**src/rtl/apb_master_bridge_pkg.sv**
```systemverilog
// Purpose: shared definitions for the APB requester bridge.
//   apb_state_t : transfer FSM encoding (IDLE=0, SETUP=1, ACCESS=2, RESP=3)
//   PSTRB_READ  : strobe bit value driven on the bus during reads
package apb_master_bridge_pkg;

  typedef enum logic [1:0] {
    ST_IDLE   = 2'd0,
    ST_SETUP  = 2'd1,
    ST_ACCESS = 2'd2,
    ST_RESP   = 2'd3
  } apb_state_t;

  localparam logic PSTRB_READ = 1'b0;

endpackage

```
**src/rtl/apb_master_bridge_if.sv**
```systemverilog
// Purpose: bundles the command/response handshake and the APB bus of the
// requester bridge.
//   master modport : bridge side (drives cmd_ready, rsp_*, APB_P* requests)
//   slave modport  : environment side (local controller plus APB completer)
interface apb_master_bridge_if #(
  parameter int PDATA_SIZE = 32,
  parameter int PADDR_SIZE = 4
);
  localparam int PSTRB_SIZE = PDATA_SIZE / 8;

  logic                  cmd_valid;
  logic                  cmd_ready;
  logic                  cmd_write;
  logic [PADDR_SIZE-1:0] cmd_addr;
  logic [PDATA_SIZE-1:0] cmd_wdata;
  logic [PSTRB_SIZE-1:0] cmd_strb;

  logic                  rsp_valid;
  logic                  rsp_ready;
  logic [PDATA_SIZE-1:0] rsp_rdata;
  logic                  rsp_err;
  logic                  rsp_timeout;

  logic                  APB_PSEL;
  logic                  APB_PENABLE;
  logic [PADDR_SIZE-1:0] APB_PADDR;
  logic                  APB_PWRITE;
  logic [PSTRB_SIZE-1:0] APB_PSTRB;
  logic [PDATA_SIZE-1:0] APB_PWDATA;
  logic [PDATA_SIZE-1:0] APB_PRDATA;
  logic                  APB_PREADY;
  logic                  APB_PSLVERR;

  modport master (
    input  cmd_valid, cmd_write, cmd_addr, cmd_wdata, cmd_strb, rsp_ready,
           APB_PRDATA, APB_PREADY, APB_PSLVERR,
    output cmd_ready, rsp_valid, rsp_rdata, rsp_err, rsp_timeout,
           APB_PSEL, APB_PENABLE, APB_PADDR, APB_PWRITE, APB_PSTRB, APB_PWDATA
  );

  modport slave (
    output cmd_valid, cmd_write, cmd_addr, cmd_wdata, cmd_strb, rsp_ready,
           APB_PRDATA, APB_PREADY, APB_PSLVERR,
    input  cmd_ready, rsp_valid, rsp_rdata, rsp_err, rsp_timeout,
           APB_PSEL, APB_PENABLE, APB_PADDR, APB_PWRITE, APB_PSTRB, APB_PWDATA
  );

endinterface

```
**src/rtl/apb_master_bridge_wait_timer.sv**
```systemverilog
// Purpose: saturating wait-state counter with an expired flag at TIMEOUT.
//   APB_CLK, APB_RESET : clock, async active-high reset
//   clear              : synchronous clear (start of a transfer)
//   enable             : count one wait cycle
//   expired            : count has reached TIMEOUT; never set when TIMEOUT=0
module apb_master_bridge_wait_timer #(
  parameter int TIMEOUT = 16
) (
  input  logic APB_CLK,
  input  logic APB_RESET,
  input  logic clear,
  input  logic enable,
  output logic expired
);

  localparam int CW = (TIMEOUT > 0) ? $clog2(TIMEOUT + 1) : 1;
  // With the timer disabled the counter just parks at all-ones.
  localparam logic [CW-1:0] LIMIT = (TIMEOUT > 0) ? CW'(TIMEOUT) : {CW{1'b1}};

  logic [CW-1:0] count;

  always_ff @(posedge APB_CLK or posedge APB_RESET) begin
    if (APB_RESET) begin
      count <= '0;
    end else if (clear) begin
      count <= '0;
    end else if (enable && (count != LIMIT)) begin
      count <= count + CW'(1);
    end
  end

  assign expired = (TIMEOUT > 0) && (count == LIMIT);

endmodule

```
**src/rtl/apb_master_bridge.sv**
```systemverilog
// Purpose: APB requester. Accepts one valid/ready command, runs a single
// SETUP+ACCESS transfer, and returns a held response. A wait-state timer
// aborts transfers to slaves that never raise PREADY.
//   APB_CLK   : bus clock
//   APB_RESET : async active-high reset
//   bus       : command/response handshake and APB signals (master modport)
module apb_master_bridge
  import apb_master_bridge_pkg::*;
#(
  parameter int PDATA_SIZE = 32,
  parameter int PADDR_SIZE = 4,
  parameter int TIMEOUT    = 16
) (
  input logic                 APB_CLK,
  input logic                 APB_RESET,
  apb_master_bridge_if.master bus
);

  localparam int PSTRB_SIZE = PDATA_SIZE / 8;

  apb_state_t state, state_nxt;

  logic [PADDR_SIZE-1:0] paddr_q;
  logic                  pwrite_q;
  logic [PSTRB_SIZE-1:0] pstrb_q;
  logic [PDATA_SIZE-1:0] pwdata_q;
  logic [PDATA_SIZE-1:0] rdata_q;
  logic                  err_q;
  logic                  tmo_q;

  logic accept;
  logic in_access;
  logic wait_cycle;
  logic expired;

  logic cmd_ready_c;
  logic psel_c;
  logic penable_c;
  logic rsp_valid_c;

  assign accept     = (state == ST_IDLE) && bus.cmd_valid;
  assign in_access  = (state == ST_ACCESS);
  assign wait_cycle = in_access && !bus.APB_PREADY;

  apb_master_bridge_wait_timer #(
    .TIMEOUT (TIMEOUT)
  ) u_wait_timer (
    .APB_CLK   (APB_CLK),
    .APB_RESET (APB_RESET),
    .clear     (accept),
    .enable    (wait_cycle),
    .expired   (expired)
  );

  always_ff @(posedge APB_CLK or posedge APB_RESET) begin
    if (APB_RESET) begin
      state <= ST_IDLE;
    end else begin
      state <= state_nxt;
    end
  end

  always_comb begin
    state_nxt = state;
    unique case (state)
      ST_IDLE:   if (bus.cmd_valid) state_nxt = ST_SETUP;
      ST_SETUP:  state_nxt = ST_ACCESS;
      // PREADY is checked first so a slave answering in the expiry cycle wins.
      ST_ACCESS: if (bus.APB_PREADY || expired) state_nxt = ST_RESP;
      ST_RESP:   if (bus.rsp_ready) state_nxt = ST_IDLE;
      default:   state_nxt = ST_IDLE;
    endcase
  end

  always_comb begin
    cmd_ready_c = 1'b0;
    psel_c      = 1'b0;
    penable_c   = 1'b0;
    rsp_valid_c = 1'b0;
    unique case (state)
      // Reset parks the FSM in IDLE; keep cmd_ready low while reset is held.
      ST_IDLE:   cmd_ready_c = !APB_RESET;
      ST_SETUP:  psel_c      = 1'b1;
      ST_ACCESS: begin
        psel_c    = 1'b1;
        penable_c = 1'b1;
      end
      ST_RESP:   rsp_valid_c = 1'b1;
      default:   cmd_ready_c = 1'b0;
    endcase
  end

  always_ff @(posedge APB_CLK or posedge APB_RESET) begin
    if (APB_RESET) begin
      paddr_q  <= '0;
      pwrite_q <= 1'b0;
      pstrb_q  <= '0;
      pwdata_q <= '0;
    end else if (accept) begin
      paddr_q  <= bus.cmd_addr;
      pwrite_q <= bus.cmd_write;
      pstrb_q  <= bus.cmd_write ? bus.cmd_strb : {PSTRB_SIZE{PSTRB_READ}};
      // Reads leave the previous write data on PWDATA.
      if (bus.cmd_write) pwdata_q <= bus.cmd_wdata;
    end
  end

  always_ff @(posedge APB_CLK or posedge APB_RESET) begin
    if (APB_RESET) begin
      rdata_q <= '0;
      err_q   <= 1'b0;
      tmo_q   <= 1'b0;
    end else if (in_access) begin
      if (bus.APB_PREADY) begin
        rdata_q <= pwrite_q ? '0 : bus.APB_PRDATA;
        err_q   <= bus.APB_PSLVERR;
        tmo_q   <= 1'b0;
      end else if (expired) begin
        rdata_q <= '0;
        err_q   <= 1'b1;
        tmo_q   <= 1'b1;
      end
    end
  end

  assign bus.cmd_ready   = cmd_ready_c;
  assign bus.rsp_valid   = rsp_valid_c;
  assign bus.rsp_rdata   = rdata_q;
  assign bus.rsp_err     = err_q;
  assign bus.rsp_timeout = tmo_q;
  assign bus.APB_PSEL    = psel_c;
  assign bus.APB_PENABLE = penable_c;
  assign bus.APB_PADDR   = paddr_q;
  assign bus.APB_PWRITE  = pwrite_q;
  assign bus.APB_PSTRB   = pstrb_q;
  assign bus.APB_PWDATA  = pwdata_q;

endmodule

```
**src/flat_wrapper.sv**
```systemverilog
// flat-port wrapper written by rule: the top's interface ports become plain ports
module apb_master_bridge_flat import apb_master_bridge_pkg::*;
#(
  parameter int PDATA_SIZE = 32,
  parameter int PADDR_SIZE = 4,
  parameter int TIMEOUT    = 16
)
  (APB_CLK, APB_RESET, bus_cmd_valid, bus_cmd_write, bus_cmd_addr, bus_cmd_wdata, bus_cmd_strb, bus_rsp_ready, bus_APB_PRDATA, bus_APB_PREADY, bus_APB_PSLVERR, bus_cmd_ready, bus_rsp_valid, bus_rsp_rdata, bus_rsp_err, bus_rsp_timeout, bus_APB_PSEL, bus_APB_PENABLE, bus_APB_PADDR, bus_APB_PWRITE, bus_APB_PSTRB, bus_APB_PWDATA);
  apb_master_bridge_if #(.PDATA_SIZE(PDATA_SIZE), .PADDR_SIZE(PADDR_SIZE)) bus_i ();
  input logic APB_CLK;
  input logic APB_RESET;
  input wire logic [$bits(bus_i.cmd_valid)-1:0] bus_cmd_valid;
  input wire logic [$bits(bus_i.cmd_write)-1:0] bus_cmd_write;
  input wire logic [$bits(bus_i.cmd_addr)-1:0] bus_cmd_addr;
  input wire logic [$bits(bus_i.cmd_wdata)-1:0] bus_cmd_wdata;
  input wire logic [$bits(bus_i.cmd_strb)-1:0] bus_cmd_strb;
  input wire logic [$bits(bus_i.rsp_ready)-1:0] bus_rsp_ready;
  input wire logic [$bits(bus_i.APB_PRDATA)-1:0] bus_APB_PRDATA;
  input wire logic [$bits(bus_i.APB_PREADY)-1:0] bus_APB_PREADY;
  input wire logic [$bits(bus_i.APB_PSLVERR)-1:0] bus_APB_PSLVERR;
  output wire logic [$bits(bus_i.cmd_ready)-1:0] bus_cmd_ready;
  output wire logic [$bits(bus_i.rsp_valid)-1:0] bus_rsp_valid;
  output wire logic [$bits(bus_i.rsp_rdata)-1:0] bus_rsp_rdata;
  output wire logic [$bits(bus_i.rsp_err)-1:0] bus_rsp_err;
  output wire logic [$bits(bus_i.rsp_timeout)-1:0] bus_rsp_timeout;
  output wire logic [$bits(bus_i.APB_PSEL)-1:0] bus_APB_PSEL;
  output wire logic [$bits(bus_i.APB_PENABLE)-1:0] bus_APB_PENABLE;
  output wire logic [$bits(bus_i.APB_PADDR)-1:0] bus_APB_PADDR;
  output wire logic [$bits(bus_i.APB_PWRITE)-1:0] bus_APB_PWRITE;
  output wire logic [$bits(bus_i.APB_PSTRB)-1:0] bus_APB_PSTRB;
  output wire logic [$bits(bus_i.APB_PWDATA)-1:0] bus_APB_PWDATA;
  assign bus_i.cmd_valid = bus_cmd_valid;
  assign bus_i.cmd_write = bus_cmd_write;
  assign bus_i.cmd_addr = bus_cmd_addr;
  assign bus_i.cmd_wdata = bus_cmd_wdata;
  assign bus_i.cmd_strb = bus_cmd_strb;
  assign bus_i.rsp_ready = bus_rsp_ready;
  assign bus_i.APB_PRDATA = bus_APB_PRDATA;
  assign bus_i.APB_PREADY = bus_APB_PREADY;
  assign bus_i.APB_PSLVERR = bus_APB_PSLVERR;
  assign bus_cmd_ready = bus_i.cmd_ready;
  assign bus_rsp_valid = bus_i.rsp_valid;
  assign bus_rsp_rdata = bus_i.rsp_rdata;
  assign bus_rsp_err = bus_i.rsp_err;
  assign bus_rsp_timeout = bus_i.rsp_timeout;
  assign bus_APB_PSEL = bus_i.APB_PSEL;
  assign bus_APB_PENABLE = bus_i.APB_PENABLE;
  assign bus_APB_PADDR = bus_i.APB_PADDR;
  assign bus_APB_PWRITE = bus_i.APB_PWRITE;
  assign bus_APB_PSTRB = bus_i.APB_PSTRB;
  assign bus_APB_PWDATA = bus_i.APB_PWDATA;
  apb_master_bridge #(.PDATA_SIZE(PDATA_SIZE), .PADDR_SIZE(PADDR_SIZE), .TIMEOUT(TIMEOUT)) u_core (.APB_CLK(APB_CLK), .APB_RESET(APB_RESET), .bus(bus_i));
endmodule
```
**config.mk**
```make
export PLATFORM = sky130hd
export DESIGN_NAME = apb_master_bridge_flat
export DESIGN_NICKNAME = d
export VERILOG_FILES = /design/src/rtl/apb_master_bridge_pkg.sv /design/src/rtl/apb_master_bridge_if.sv /design/src/rtl/apb_master_bridge_wait_timer.sv /design/src/rtl/apb_master_bridge.sv /design/src/flat_wrapper.sv
export SDC_FILE = /design/constraint.sdc
export NUM_CORES = 1
export LEC_CHECK = 0
export ABC_AREA = 1
export CORE_MARGIN = 2
export CORE_UTILIZATION = 42
export CTS_CLUSTER_DIAMETER = 200
export DETAILED_ROUTE_END_ITERATION = 7
export PLACE_DENSITY = 0.88
export SLEW_MARGIN = 20
export SYNTH_ARGS = -nofsm -noshare
export SYNTH_HDL_FRONTEND = slang
export SYNTH_SLANG_ARGS = --single-unit
```
**constraint.sdc**
```tcl
create_clock -name APB_CLK -period 2.75 [get_ports APB_CLK]
set_input_delay 0.275 -clock APB_CLK [delete_from_list [all_inputs] [get_ports APB_CLK]]
set_output_delay 0.275 -clock APB_CLK [all_outputs]
set_load 0.01 [all_outputs]
```
==> results of run 1 <==
cells by family (layout without fill, tap and decap cells):
family / count (synthesis) / count (layout) / synth area share
compound gates: 6 / 6 / 0.00839
simple gates: 263 / 263 / 0.336
fa+ha+maj: 6 / 6 / 0.0210
flops: 82 / 82 / 0.573
buf+inv: 43 / 197 / 0.0587
xor+xnor: 1 / 1 / 0.00245
area by class of cell:
cell class / instances / area, um2 / area share
Sequential cell: 82 / 2050 / 0.379
Timing Repair Buffer: 166 / 1650 / 0.305
Multi-Input combinational cell: 276 / 1320 / 0.243
Clock buffer: 11 / 151 / 0.0279
Tap cell: 105 / 131 / 0.0242
Clock inverter: 5 / 60.1 / 0.0111
Inverter: 15 / 57.6 / 0.0106
registers in the layout, indices dropped and copies added, names as in the netlist:
register / cells
u_core.bus.APB_PWDATA: 32
u_core.bus.rsp_rdata: 32
u_core.u_wait_timer.count: 5
u_core.bus.APB_PADDR: 4
u_core.bus.APB_PSTRB: 4
u_core.state: 2
u_core.bus.APB_PWRITE: 1
u_core.bus.rsp_err: 1
u_core.bus.rsp_timeout: 1
where the power goes:
part	leakage (nW)	internal, mW	switching, mW
sequential	1.05	1.74	0.338
clock	0.106	0.473	0.429
combinational	1.50	1.35	1.24
total	2.65	3.57	2.01
per-layer routing:
| metal | part of all wire | vias to the layer above | global-route usage | wire, um |
|---|---|---|---|---|
| met3 | 0.088 | 5 | 0.0470 | 823 |
| met5 | 0 | - | 0 | 0 |
| li1 | - | 1599 | - | - |
| met4 | 0.0069 | 0 | 0.0704 | 64 |
| met1 | 0.42 | 1523 | 0.242 | 3910 |
| met2 | 0.49 | 146 | 0.341 | 4520 |
worst max-delay path: cells and delay by family (launching register included):
kind	cells	cell delay, ns
buffers and inverters	3	0.71
flip-flops	1	0.41
AND/OR/NAND/NOR	1	0.08
adder cells (fa/ha/maj)	1	0.18
worst paths after layout:
path                                               start                   endpoint  slack, ns  cells after the start
worst min-delay path                           APB_RESET    u_core.bus.APB_PSTRB[2]       0.35                      2
min in group APB_CLK            u_core.bus.rsp_rdata[25]   u_core.bus.rsp_rdata[25]       0.48                      2
worst min register to register  u_core.bus.rsp_rdata[25]   u_core.bus.rsp_rdata[25]       0.48                      2
max in group asynchronous                      APB_RESET  u_core.bus.APB_PWDATA[19]       1.73                      3
worst max-delay path                     u_core.state[0]              bus_cmd_ready       0.76                      5
worst max register to register           u_core.state[0]            u_core.state[0]       0.95                      9
cell usage in the layout (no fill, tap or decap), types with 2 or more instances in the layout:
| cell | instances |
|---|---|
| clkdlybuf4s50_1 | 157 |
| inv_1 | 14 |
| clkbuf_8 | 11 |
| clkinv_2 | 2 |
| nand2_1 | 163 |
| dfrtp_1 | 82 |
| o21ai_0 | 6 |
| nand4_1 | 37 |
| or2_2 | 2 |
| ha_1 | 6 |
| nor2_1 | 3 |
| nand2_2 | 10 |
| buf_4 | 8 |
| nand3_1 | 43 |
| nand2_4 | 2 |
==> out/metrics.csv, run 1 <==
stage,metric,value,unit
outcome,status,completed,
synth,synthTopCellsByCount,"nand2_1 (163), dfrtp_1 (82), nand3_1 (43)",
synth,async_flop_share,1.00,
clocking,clk_pin_slew,0.08,ns
synth,synth_edf_count,0,
synth,synthDistinctLibCells,20,
synth,syn_avg_cell_area,8.92,um2
placement,dp_slack,0.984,ns
clocking,numCtsBuffers,9,
die,die_area,9270,um2
power,p_total,5.58,mW
synth,synth_most_common_cell,nand2_1,
clocking,root_buffer,clkbuf_8,
sta,rsz0062_at_grt,no,
sta,finalSetupViolCount,0,
setup_path,crit_top_cell,inv_1,
synth,yosysTopAreaCellShare,0.573,
setup_path,cp_max_fo,3,
power,pwr_density_cell,1030,nW/um2
sta,holdWs,0.349,ns
die,coreArea,8260,um2
placement,placed_cells,644,
sta,setup_tns,0,ns
clocking,cts_resized,0,
setup_path,end_kind,output port,
die,fp-row-count,33,
synth,synth_flop_cell,dfrtp_1,
route,num_vias,3273,
setup_path,slowest_stage,clkdlybuf4s50_1,
layout,utilization,0.656,
placement,post-dp-hpwl,6670,um
clocking,clk_latency,0.34,ns
synth,ys_ff_latch,82,
sta,fin_crit,1.99,ns
sta,fin_crit_sh,0.723,
synth,synth_fp_nets,486,
setup_path,crit_arrival,1.71,ns
job,max_cap_viol_count,0,
placement,placed_area,5210,um2
sta,fmax,0.503,GHz
sta,slew_headroom,0.580,
layout,finalNonFillerCells,660,
route,drc,0,
route,vias_per_cell,4.96,
layout,finalInstanceArea,5420,um2
placement,routabilityCongestion,0.717,
die,die_x,96.3,um
global_routing,grt_pass1_wl,14300,um
power,power.leakage,2.65,nW
route,wl_per_cell,14.1,um
sta,setup_slack,0.761,ns
setup_path,slowest_delay,0.54,ns
synth,yosysWarningCount,0,
global_routing,grt_pass1_vias,3151,
clocking,clock_path_buffers,2,
sta,worst_pin_slew,0.630,ns
route,drt-initial-drc-count,155,
global_routing,gr-total-overflow,0,
setup_path,path_class,reg2out,
clocking,ctsHoldBuffers,0,
clocking,cts_sinks,82,
global_routing,antenna_found_initial,0,
route,ant_nets,0,
min_path,hold_class,in2async,
layout,drive_above_1_share,0.0775,
die,start_util,0.433,
layout,n_antenna_cell,0,
synth,yosys.area.top_type,dfrtp_1,
layout,syn_to_final_growth,51.5,%
global_routing,grt_max_degree,38,
synth,synthCells,401,
route,dr.pass1.iters,4,
clocking,htreeDepth,3,
die,io_pins,158,
layout,fillCellCount,624,
synth,ys_seq_area_frac,0.573,
synth,synth_area,3580,um2
setup_path,worstPathRequired,2.48,ns
layout,nets,635,
route,routed_wl,9310,um
clocking,cts_tree,yes,
die,fp.dieH,96.3,um
clocking,post_cts_buffers,0,
setup_path,worstPathCellList,inv_1 -> ha_1 -> inv_1 -> nor2_1 -> clkdlybuf4s50_1,
sta,finalHoldViolations,0,
global_routing,grt_usage,0.198,
synth,synthTopCellsByArea,"dfrtp_1 (57%), nand2_1 (17%), nand4_1 (6.5%)",
power,peakVddDrop,0.440,mV
setup_path,worstSetupStartpointType,register,
sta,fin_worst_skew,0.0148,ns
placement,portBuffers,157,
sta,slew_violations,0,
Note: power is estimated with default switching activity, not from simulation.
==> run 2, diff against run 1 <==
Settings changed: CORE_UTILIZATION 42 to 38, PLACE_DENSITY 0.88 to 0.85.
Clock period 2.75 ns to 1.7 ns, I/O delays scaled along.
==> run 2 against run 1 <==
  * Sequential cell count did not move
  * Largest cell class unchanged
  * Critical endpoint is now u_core.bus.rsp_rdata[3]
  * Non-clock buffer count rose by 4
  * Power rose by 63%
  * Die area rose by 10%
  * Cell count rose by 1.5%
  * Highest routed layer unchanged
  * Via count rose by 2.7%
  * Register-to-register slack got worse by 0.82 ns
==> out/metrics.csv, run 2 (synthesized netlist as in run 1, its figures left out) <==
stage,metric,value,unit
setup_path,slowest_delay,0.44,ns
placement,post-dp-hpwl,6980,um
setup_path,worst_r2r_startpoint,u_core.u_wait_timer.count[0],
placement,routabilityCongestion,0.846,
layout,syn_to_final_growth,53.2,%
layout,layout_commonest_cell,nand2_1,
sta,holdWs,0.332,ns
setup_path,cp_top_family,simple AND/OR/NAND/NOR gates,
clocking,clock_path_buffers,2,
clocking,clk_pin_slew,0.09,ns
sta,rsz0062_at_grt,no,
power,pwr_density_cell,1660,nW/um2
sta,slew_headroom,0.716,
job,max_cap_viol_count,0,
route,routed_wl,9750,um
power,power.leakage,2.68,nW
layout,layout_common_cells,"nand2_1 (163), clkdlybuf4s50_1 (153), dfrtp_1 (82), nand3_1 (43), nand4_1 (37)",
global_routing,grt_max_degree,83,
die,fp-row-count,35,
setup_path,r2r_end,u_core.bus.rsp_rdata[3],
die,io_pins,158,
setup_path,r2r_setup_slack,0.13,ns
clocking,clk_latency,0.33,ns
clocking,ctsHoldBuffers,0,
route,ant_nets,0,
sta,finalHoldViolations,0,
setup_path,cp-startpoint,u_core.u_wait_timer.count[0],
global_routing,antenna_found_initial,0,
global_routing,grt_usage,0.195,
route,drc,0,
min_path,hold_class,in2async,
setup_path,r2r_cells,7,
die,coreArea,9200,um2
layout,n_antenna_cell,0,
die,die_area,10200,um2
power,peakVddDrop,0.640,mV
global_routing,grt_pass1_wl,15700,um
setup_path,slowest_stage,dfrtp_1,
setup_path,crit_arrival,1.85,ns
layout,drive_above_1_share,0.0877,
sta,finalSetupViolCount,0,
global_routing,gr-total-overflow,0,
setup_path,cp_num_buf_inv,1,
setup_path,end_kind,register,
route,vias_per_cell,5.02,
setup_path,worstSetupStartpointType,register,
route,num_vias,3361,
sta,fin_worst_skew,0.00825,ns
layout,nets,639,
outcome,status,completed,
die,die_x,101,um
sta,fin_crit,1.57,ns
sta,setup_tns,0,ns
sta,fin_crit_sh,0.922,
clocking,cts_tree,yes,
global_routing,grt_pass1_vias,3294,
setup_path,worstPathRequired,1.98,ns
die,start_util,0.389,
setup_path,cp_max_fo,34,
sta,fmax,0.638,GHz
clocking,htreeDepth,3,
route,wl_per_cell,14.6,um
setup_path,path_class,reg2reg,
die,fp.dieH,101,um
sta,slew_violations,0,
setup_path,worstPathCellList,inv_1 -> ha_1 -> nand3_4 -> nand2_4 -> nand2_4 -> nand2_1 -> nand2_1,
route,drt-initial-drc-count,97,
clocking,cts_sinks,82,
sta,worst_pin_slew,0.426,ns
placement,placed_cells,651,
clocking,numCtsBuffers,9,
layout,finalNonFillerCells,670,
route,dr.pass1.iters,5,
clocking,root_buffer,clkbuf_8,
placement,portBuffers,157,
[run 2: cell types whose count changed in the layout (fill, tap and decap cells not counted), sizes merged]
cell           change
clkinvlp           +1
buf                +4
dlygate4sd2        +3
clkdlybuf4s50      -4
[run 2: repair_timing]
action | CTS | global route
setup buffers | 3 | 0
resized for setup | 5 | 2
endpoints found under the setup margin | 4 | 1
[run 2: per-stage QoR]
step           instance area (um2)  worst slack (ns)  power [mW]   util
5_1_grt                       5480            0.0492        9.78  0.596
6_report                      5480             0.132        9.11  0.596
4_1_cts                       5490             0.114        9.17  0.597
2_1_floorplan                 3580             0.310        5.29      -
3_5_place_dp                  5260             0.140        7.71  0.572
3_3_place_gp                  5260             0.235        7.54  0.572
[run 2: worst max-delay path by stage]
stage,cells past startpoint,to
6_report,7,u_core.bus.rsp_rdata[3]
3_5_place_dp,6,u_core.bus.rsp_rdata[3]
5_1_grt,7,u_core.bus.rsp_rdata[3]
3_3_place_gp,5,bus_cmd_ready
2_1_floorplan,8,u_core.u_wait_timer.count[2]
4_1_cts,5,bus_cmd_ready
[run 2: report_power, final]
group	switching [mW]	internal (mW)
Sequential	0.534	2.82
Combinational	2.06	2.27
Clock	0.702	0.722
Total	3.30	5.81
[run 2: worst reg2reg max path, stage by stage, from the launching register on]
cell     delay (ns)
dfrtp_1        0.44
inv_1          0.08
ha_1           0.24
nand3_4        0.14
nand2_4        0.07
nand2_4        0.31
nand2_1        0.14
nand2_1        0.09
[run 2: final cells by class]
type,count,area [um2]
Clock buffer,10,138
Clock inverter,6,65.1
Fill cell,792,3710
Inverter,15,60.1
Multi-Input combinational cell,276,1320
Sequential cell,82,2050
Tap cell,111,139
Timing Repair Buffer,170,1710
[run 2: routing by layer]
layer | part of all wire | track usage
met5 | 0 | 0
met4 | 0.020 | 0.0832
met3 | 0.087 | 0.0465
met2 | 0.49 | 0.320
met1 | 0.41 | 0.246
==> run 3, diff against run 2 <==
Settings changed: PLACE_DENSITY 0.85 to 0.76.
==> run 3 against run 2 <==
  * Sequential cell count did not move
  * Global-route usage shrank 0.69 points
  * Worst hold slack lost 0.037 ns
  * Design area down 0.25%
  * Critical path depth is 2 lower
  * Critical endpoint is now bus_cmd_ready
  * Largest cell class unchanged
  * Largest power group unchanged
  * Highest routed layer unchanged
==> out/metrics.csv, run 3 (synthesized netlist as in run 1, its figures left out) <==
stage,metric,value,unit
sta,fin_worst_skew,0.0113,ns
power,peakVddDrop,0.619,mV
setup_path,crit_top_cell,inv_1,
route,num_vias,3341,
setup_path,slowest_delay,0.38,ns
setup_path,worstPathRequired,1.53,ns
route,vias_per_cell,4.99,
clocking,htreeDepth,3,
setup_path,r2r_setup_slack,0.18,ns
setup_path,path_class,reg2out,
global_routing,grt_pass1_vias,3361,
die,fp-row-count,35,
global_routing,grt_max_degree,62,
sta,worst_pin_slew,0.399,ns
layout,drive_above_1_share,0.0787,
min_path,hold_class,in2async,
clocking,clk_latency,0.34,ns
die,die_area,10200,um2
placement,post-dp-hpwl,6650,um
power,power.leakage,2.67,nW
placement,routabilityCongestion,0.782,
setup_path,worst_r2r_startpoint,u_core.u_wait_timer.count[0],
outcome,status,completed,
job,max_cap_viol_count,0,
route,routed_wl,9390,um
sta,rsz0062_at_grt,no,
power,p_total,9.08,mW
die,start_util,0.389,
setup_path,crit_arrival,1.39,ns
sta,fin_crit,1.56,ns
die,coreArea,9200,um2
setup_path,cp_max_fo,3,
sta,setup_tns,0,ns
clocking,clk_pin_slew,0.08,ns
global_routing,grt_usage,0.188,
placement,portBuffers,157,
clocking,clock_path_buffers,2,
route,drc,0,
setup_path,slowest_stage,dfrtp_1,
sta,fin_crit_sh,0.917,
route,wl_per_cell,14.0,um
clocking,numCtsBuffers,9,
layout,layout_common_cells,"nand2_1 (163), clkdlybuf4s50_1 (153), dfrtp_1 (82), nand3_1 (43), nand4_1 (37)",
setup_path,worstPathCellList,inv_1 -> ha_1 -> inv_1 -> nor2_1 -> clkdlybuf4s15_1,
placement,placed_cells,652,
sta,slew_violations,0,
clocking,root_buffer,clkbuf_8,
power,pwr_density_cell,1660,nW/um2
setup_path,worstSetupStartpointType,register,
layout,nets,639,
layout,syn_to_final_growth,52.8,%
die,fp.dieH,101,um
sta,setup_slack,0.142,ns
clocking,cts_tree,yes,
layout,layout_commonest_cell,nand2_1,
setup_path,r2r_end,u_core.bus.rsp_rdata[8],
clocking,cts_sinks,82,
placement,dp_slack,0.121,ns
setup_path,r2r_cells,7,
sta,finalHoldViolations,0,
layout,n_antenna_cell,0,
setup_path,end_kind,output port,
die,die_x,101,um
sta,fmax,0.642,GHz
route,dr.pass1.iters,4,
layout,finalNonFillerCells,670,
global_routing,gr-total-overflow,0,
sta,finalSetupViolCount,0,
setup_path,cp_num_buf_inv,3,
route,drt-initial-drc-count,176,
global_routing,antenna_found_initial,0,
sta,slew_headroom,0.734,
setup_path,cp-startpoint,u_core.state[0],
global_routing,grt_pass1_wl,15400,um
route,ant_nets,0,
die,io_pins,158,
setup_path,cp_top_family,buffers and inverters,
clocking,ctsHoldBuffers,0,
layout,utilization,0.595,
[run 3: how the worst max path moves through the flow]
stage                                   endpoint  slack [ns]  cells past startpoint
detailed placement         u_core.bus.APB_PWRITE        0.12                      7
floorplan           u_core.u_wait_timer.count[2]        0.31                      8
CTS                                bus_cmd_ready        0.09                      5
global route        u_core.u_wait_timer.count[4]        0.01                      9
global placement           u_core.bus.APB_PWRITE        0.17                      7
finish                             bus_cmd_ready        0.14                      5
[run 3: cell type report]
class | instances | area, um2
Timing Repair Buffer | 170 | 1690
Tap cell | 111 | 139
Inverter | 15 | 60.1
Clock inverter | 4 | 76.3
Clock buffer | 12 | 135
Sequential cell | 82 | 2050
Multi-Input combinational cell | 276 | 1320
Fill cell | 789 | 3730
[run 3: worst min-delay path, cell delays in order]
cell             delay, ns
clkdlybuf4s50_1       0.46
clkinvlp_4            0.12
buf_12                0.29
[run 3: layer usage]
layer,routed length (um),track usage
met1,4090,0.240
met2,4500,0.316
met3,679,0.0451
met5,0,0
met4,114,0.0593
[run 3: through the flow]
stage          hold slack, ns  cell area, um2
2_1_floorplan           0.280            3580
3_3_place_gp            0.452            5250
3_5_place_dp            0.457            5250
4_1_cts                 0.292            5470
5_1_grt                 0.309            5470
6_report                0.295            5470
[run 3: where the power goes]
part	internal, mW	leakage [nW]	switching (mW)
registers	2.82	1.05	0.515
logic	2.22	1.52	2.02
clock network	0.833	0.101	0.672
total	5.87	2.67	3.20
[run 3: what timing repair did]
item	CTS	global route
setup endpoints to repair	3	1
pin swaps	0	0
gates resized for setup	4	1
hold endpoints to repair	0	0
buffers inserted	2	0
